### config.mk
export PLATFORM = sky130hd
export DESIGN_NAME = divide_n
export DESIGN_NICKNAME = d
export VERILOG_FILES = /design/src/rtl/divide_n.sv
export SDC_FILE = /design/constraint.sdc
export NUM_CORES = 1
export LEC_CHECK = 0
export ABC_AREA = 0
export CORE_ASPECT_RATIO = 1.25
export CORE_UTILIZATION = 45
export CTS_CLUSTER_DIAMETER = 50
export DETAILED_ROUTE_END_ITERATION = 8
export PLACE_DENSITY = 0.69
export SYNTH_ARGS = -nofsm -noshare
export SYNTH_HDL_FRONTEND = slang
export SYNTH_SLANG_ARGS = --single-unit
export TNS_END_PERCENT = 20
### constraint.sdc
create_clock -name clk_i -period 2.8 [get_ports clk_i]
set_clock_uncertainty 0.2 [all_clocks]
set_input_delay 0.84 -clock clk_i [delete_from_list [all_inputs] [get_ports clk_i]]
set_output_delay 0.84 -clock clk_i [all_outputs]
set_load 0.01 [all_outputs]
### src/rtl/divide_n.sv
// divide_n: sequential unsigned integer divider using restoring shift-subtract,
// producing one quotient bit per clock.
//
// Ports:
//   clk_i          system clock; all state changes on its rising edge
//   rst_i          asynchronous active-high reset
//   start_i        request a division; accepted in IDLE or DONE
//   dividend_i     unsigned dividend (WIDTH bits), sampled with start_i
//   divisor_i      unsigned divisor (DWIDTH bits), sampled with start_i
//   quotient_o     registered quotient; holds the last completed result
//   remainder_o    registered remainder; holds the last completed result
//   ready_o        level: quotient_o/remainder_o hold a completed result
//   busy_o         high while a division is in progress
//   div_by_zero_o  high with ready_o when the last divisor was zero
//
// State table:
//   IDLE | no result yet since reset
//   RUN  | division in progress, one quotient bit per clock
//   DONE | result valid on outputs, held until the next accepted start
module divide_n #(
  parameter int WIDTH  = 14,
  parameter int DWIDTH = 4
) (
  input  logic              clk_i,
  input  logic              rst_i,
  input  logic              start_i,
  input  logic [WIDTH-1:0]  dividend_i,
  input  logic [DWIDTH-1:0] divisor_i,
  output logic [WIDTH-1:0]  quotient_o,
  output logic [DWIDTH-1:0] remainder_o,
  output logic              ready_o,
  output logic              busy_o,
  output logic              div_by_zero_o
);

  localparam int CW = $clog2(WIDTH + 1);
  localparam logic [CW-1:0] CNT_INIT = CW'(WIDTH);

  typedef enum logic [1:0] {IDLE, RUN, DONE} state_t;

  state_t            state_q, state_d;
  logic [WIDTH-1:0]  dvd_q, dvd_d;
  logic [DWIDTH-1:0] dvs_q, dvs_d;
  logic [DWIDTH:0]   prem_q, prem_d;
  logic [WIDTH-1:0]  quo_q, quo_d;
  logic [CW-1:0]     cnt_q, cnt_d;
  logic [WIDTH-1:0]  quotient_q, quotient_d;
  logic [DWIDTH-1:0] remainder_q, remainder_d;
  logic              ready_q, ready_d;
  logic              dbz_q, dbz_d;

  logic [DWIDTH:0]   shifted;
  logic              fits;
  logic [DWIDTH:0]   prem_next;
  logic [WIDTH-1:0]  quo_next;

  always_ff @(posedge clk_i or posedge rst_i) begin
    if (rst_i) begin
      state_q     <= IDLE;
      dvd_q       <= '0;
      dvs_q       <= '0;
      prem_q      <= '0;
      quo_q       <= '0;
      cnt_q       <= '0;
      quotient_q  <= '0;
      remainder_q <= '0;
      ready_q     <= 1'b0;
      dbz_q       <= 1'b0;
    end else begin
      state_q     <= state_d;
      dvd_q       <= dvd_d;
      dvs_q       <= dvs_d;
      prem_q      <= prem_d;
      quo_q       <= quo_d;
      cnt_q       <= cnt_d;
      quotient_q  <= quotient_d;
      remainder_q <= remainder_d;
      ready_q     <= ready_d;
      dbz_q       <= dbz_d;
    end
  end

  always_comb begin
    state_d     = state_q;
    dvd_d       = dvd_q;
    dvs_d       = dvs_q;
    prem_d      = prem_q;
    quo_d       = quo_q;
    cnt_d       = cnt_q;
    quotient_d  = quotient_q;
    remainder_d = remainder_q;
    ready_d     = ready_q;
    dbz_d       = dbz_q;

    // The partial remainder is always < divisor before the shift, so its top
    // bit is zero and the shift into DWIDTH+1 bits cannot lose information.
    shifted   = (prem_q << 1) | (DWIDTH + 1)'(dvd_q[WIDTH-1]);
    fits      = (shifted >= {1'b0, dvs_q});
    prem_next = fits ? (shifted - {1'b0, dvs_q}) : shifted;
    quo_next  = (quo_q << 1) | WIDTH'(fits);

    case (state_q)
      IDLE, DONE: begin
        if (start_i) begin
          dvd_d   = dividend_i;
          dvs_d   = divisor_i;
          prem_d  = '0;
          quo_d   = '0;
          cnt_d   = CNT_INIT;
          ready_d = 1'b0;
          dbz_d   = 1'b0;
          state_d = RUN;
        end
      end
      RUN: begin
        if (dvs_q == '0) begin
          // Zero divisor finishes after one RUN cycle with a saturated quotient.
          quotient_d  = '1;
          remainder_d = '0;
          dbz_d       = 1'b1;
          ready_d     = 1'b1;
          cnt_d       = '0;
          state_d     = DONE;
        end else begin
          dvd_d  = dvd_q << 1;
          prem_d = prem_next;
          quo_d  = quo_next;
          cnt_d  = cnt_q - CW'(1);
          if (cnt_q == CW'(1)) begin
            quotient_d  = quo_next;
            remainder_d = prem_next[DWIDTH-1:0];
            ready_d     = 1'b1;
            state_d     = DONE;
          end
        end
      end
      default: state_d = IDLE;
    endcase
  end

  assign quotient_o    = quotient_q;
  assign remainder_o   = remainder_q;
  assign ready_o       = ready_q;
  assign busy_o        = (state_q == RUN);
  assign div_by_zero_o = dbz_q;

endmodule

==> results.cfg <==
[global_route]
grt.overflow.total = 0
grt_first_pass_wirelength_microns = 9694
antenna_found_initial = 0
grt_max_degree = 33
track_usage = 0.2024
grt_pass1_vias = 2041

[finish]
fill_cells = 531
synthToLayoutAreaGrowth_pct = 25.75
nets = 373
drive_gt1_frac = 0.07714
n_antenna_cell = 0

[synth]
synth_mux_area_frac = 0.01133
yosys.area.top_type_share = 0.5530
synth_top_family_by_area = simple AND/OR/NAND/NOR gates
synth_enable_flop_cells = 0
syn_area_sq_um = 2760
ys_ff_latch = 61
async_reset_ff_frac = 1.000
synth_compound_area_frac = 0.09746
ys_seq_area_frac = 0.5530
synth_fa_ha_area_frac = 0.03445
syn_avg_cell_area_sq_um = 9.140
synth_xor_area_frac = 0.009519
synth_flop_cell = dfrtp_1
synth.area.top_cells = dfrtp_1, nand2_1, nand3_1
ys_warn_count = 0
netlist_instances = 302
netlist-cell-type-count = 35
synth-simple-area-share = 0.2403
syn_nets = 330
synth_area_leader_cell = dfrtp_1

[worst_setup_path]
rr_endpoint = dvd_q[1]
reg2regPathDepth = 8
crit_type = flop to output pin
timing.reg2reg.setup_slack_ps = 480
crit_fanout = 2
critPathTopFamily = buffers and inverters
critical_path_cell_count = 3
cp.required_ps = 1760
endpoint = busy_o
crit_arrival_ps = 1530
r2r-start = state_q[1]
cpPeakStageDelay_ps = 540
cp_num_buf_inv = 2
path_cells = nand2b_1 -> inv_1 -> clkdlybuf4s50_1
start_kind = flop
critPathSlowestCell = clkdlybuf4s50_1
crit_start = state_q[1]
crit_path_end_kind = output pin

[floorplan]
io_pins = 42
dieArea_sq_um = 6453
rows = 31
die_height_microns = 89.56
start_util = 0.4713
coreArea_sq_um = 5857
dieWidth_microns = 72.05

[drt]
avgViaCountPerCell = 5.049
final_antenna_net_count = 0
wirelength_microns = 5807
dr.pass1.iters = 4
drcViolationCount = 0
vias = 2181
avgRoutedWirePerCell_microns = 13.44
drt_iter0_markers = 123

[placed_design]
pre_cts_ws_ps = 404.2
dp_hpwl_microns = 4046
globalplace.congestion = 0.8923
port_buffers = 41

[timing]
report.final.hold_viol_count = 0
hold_ws_ps = 277.2
worst_slack_ps = 225.3
setup_tns_ps = 0
slew_headroom = 0.6136
max_clock_freq_mhz = 388.4
rsz0062_at_grt = false
finalCritPeriodShare = 0.9195
report.final.slew_viol_count = 0
finalSetupViolCount = 0
tightest_slew_ps = 575.7
fin_crit_ps = 2575

[clock_tree]
cts_tree = yes
cts.htree.levels = 3
postCtsHoldBufs = 0
insertion_delay_ps = 340
cts.clk_slew.worst_paths_ps = 70
cts_resized = 0
clock-sinks = 61
cts_setup_buffers = 0
cts_buffers = 9
root_buffer = clkbuf_8
clk_path_buf_depth = 2

[power]
ir_drop_mv = 0.7029
power_frac_comb = 0.456
sw_frac_of_total = 0.3940
p_total_mw = 4.174
power_per_cell_area_nw_per_um2 = 1203
clkPwrFrac = 0.201
p_switching_mw = 1.645
p_leak_nw = 1.618
internal_power_mw = 2.529
power.share.sequential = 0.343

[flow_run]
cap_violations = 0

[hold_path]
hp-start = div_by_zero_o
hold_class = flop to flop

[outcome]
status = completed
==> synth_stat cells, types with 2 or more instances <==
library cell / instances
nand2_1: 96
mux2i_1: 2
a21oi_1: 3
a21boi_0: 2
ha_1: 6
nand3_1: 29
buf_2: 5
clkbuf_1: 5
buf_4: 2
inv_1: 11
dfrtp_1: 61
nor2_1: 18
o21ai_0: 19
buf_6: 4
a31oi_1: 14
xor2_1: 2
nand2b_1: 5
==> power groups by stage <==
| stage | sequential (mW) | combinational, mW | clock, mW |
|---|---|---|---|
| 2_1_floorplan | 1.45 | 1.37 | 0 |
| 3_3_place_gp | 1.44 | 1.84 | 0 |
| 3_5_place_dp | 1.45 | 1.90 | 0 |
| 4_1_cts | 1.43 | 1.91 | 0.859 |
| 5_1_grt | 1.48 | 2.12 | 0.896 |
| 6_report | 1.43 | 1.90 | 0.839 |
==> registers in the layout, summed over array words and instances (netlist names) <==
signal	cells
cnt_q	4
div_by_zero_o	1
dvd_q	14
dvs_q	4
prem_q	4
quo_q	13
quotient_o	14
ready_o	1
remainder_o	4
state_q	2
==> final cells by class <==
type	instances	area, sq um	share of cell area
tap	82	102.6	0.02956
timing repair buffer	49	508.0	0.1464
sequential	61	1526	0.4398
multi-input combinational	213	1085	0.3125
inverter	11	41.29	0.01190
clock inverter	4	72.57	0.02091
clock buffer	12	135.1	0.03893
==> per-stage QoR <==
stage / utilization / cells / cell area (sq um)
final: 0.5926 / 432 / 3471
after global routing: 0.5926 / 432 / 3471
after CTS: 0.5926 / 432 / 3471
after detailed placement: 0.5571 / 416 / 3263
after global placement: 0.5571 / 416 / 3263
after floorplan: - / 302 / 2760
==> tightest hold or removal path: stages (launching register included) <==
cell     delay (ps)
dfrtp_1         340
nand2_1          50
nand2_1          50
==> worst min path at each step <==
stage,to,slack [ps],depth (start not counted)
3_3_place_gp,quo_q[12],260,2
4_1_cts,quo_q[12],280,2
6_report,div_by_zero_o,280,2
5_1_grt,quotient_o[5],310,2
2_1_floorplan,quo_q[12],240,2
3_5_place_dp,quo_q[12],270,2
==> cells by family after synthesis <==
logic type	after synthesis
compound gates	45
xor+xnor	3
fa+ha+maj	7
buf+inv	28
flops	61
mux	3
simple gates	155
==> placed cells by master, fill, tap and decap left out, drive strengths merged <==
| cell | netlist | layout |
|---|---|---|
| nor3 | 1 | 1 |
| xor2 | 2 | 2 |
| o21ai | 20 | 20 |
| nor2b | 1 | 1 |
| o21ba | 1 | 1 |
| a31oi | 14 | 14 |
| o211ai | 1 | 1 |
| clkinv | 0 | 1 |
| o211a | 1 | 1 |
| xnor2 | 1 | 1 |
| nand2 | 97 | 97 |
| a21boi | 2 | 2 |
| and2 | 1 | 1 |
| nor2 | 18 | 18 |
| mux2 | 1 | 1 |
| nor3b | 1 | 1 |
| o31ai | 1 | 1 |
| ha | 6 | 6 |
| fa | 1 | 1 |
| dfrtp | 61 | 61 |
| clkdlybuf4s50 | 0 | 41 |
| or2 | 1 | 1 |
| buf | 12 | 8 |
| clkinvlp | 0 | 1 |
| inv | 11 | 11 |
| nand2b | 5 | 5 |
| a221oi | 1 | 1 |
| a21o | 1 | 1 |
| bufinv | 0 | 2 |
| clkbuf | 5 | 12 |
| nor4 | 1 | 1 |
| nand3 | 29 | 29 |
| mux2i | 2 | 2 |
| a21oi | 3 | 3 |
==> per-layer routing <==
| layer | GRT usage | up-vias | routed length (microns) |
|---|---|---|---|
| met3 | 0.04397 | 11 | 177 |
| met2 | 0.3370 | 39 | 2830 |
| met5 | 0 | - | 0 |
| met1 | 0.2526 | 1048 | 2683 |
| li1 | - | 1083 | - |
| met4 | 0.09626 | 0 | 115 |
(Power assumes the default switching activity.)
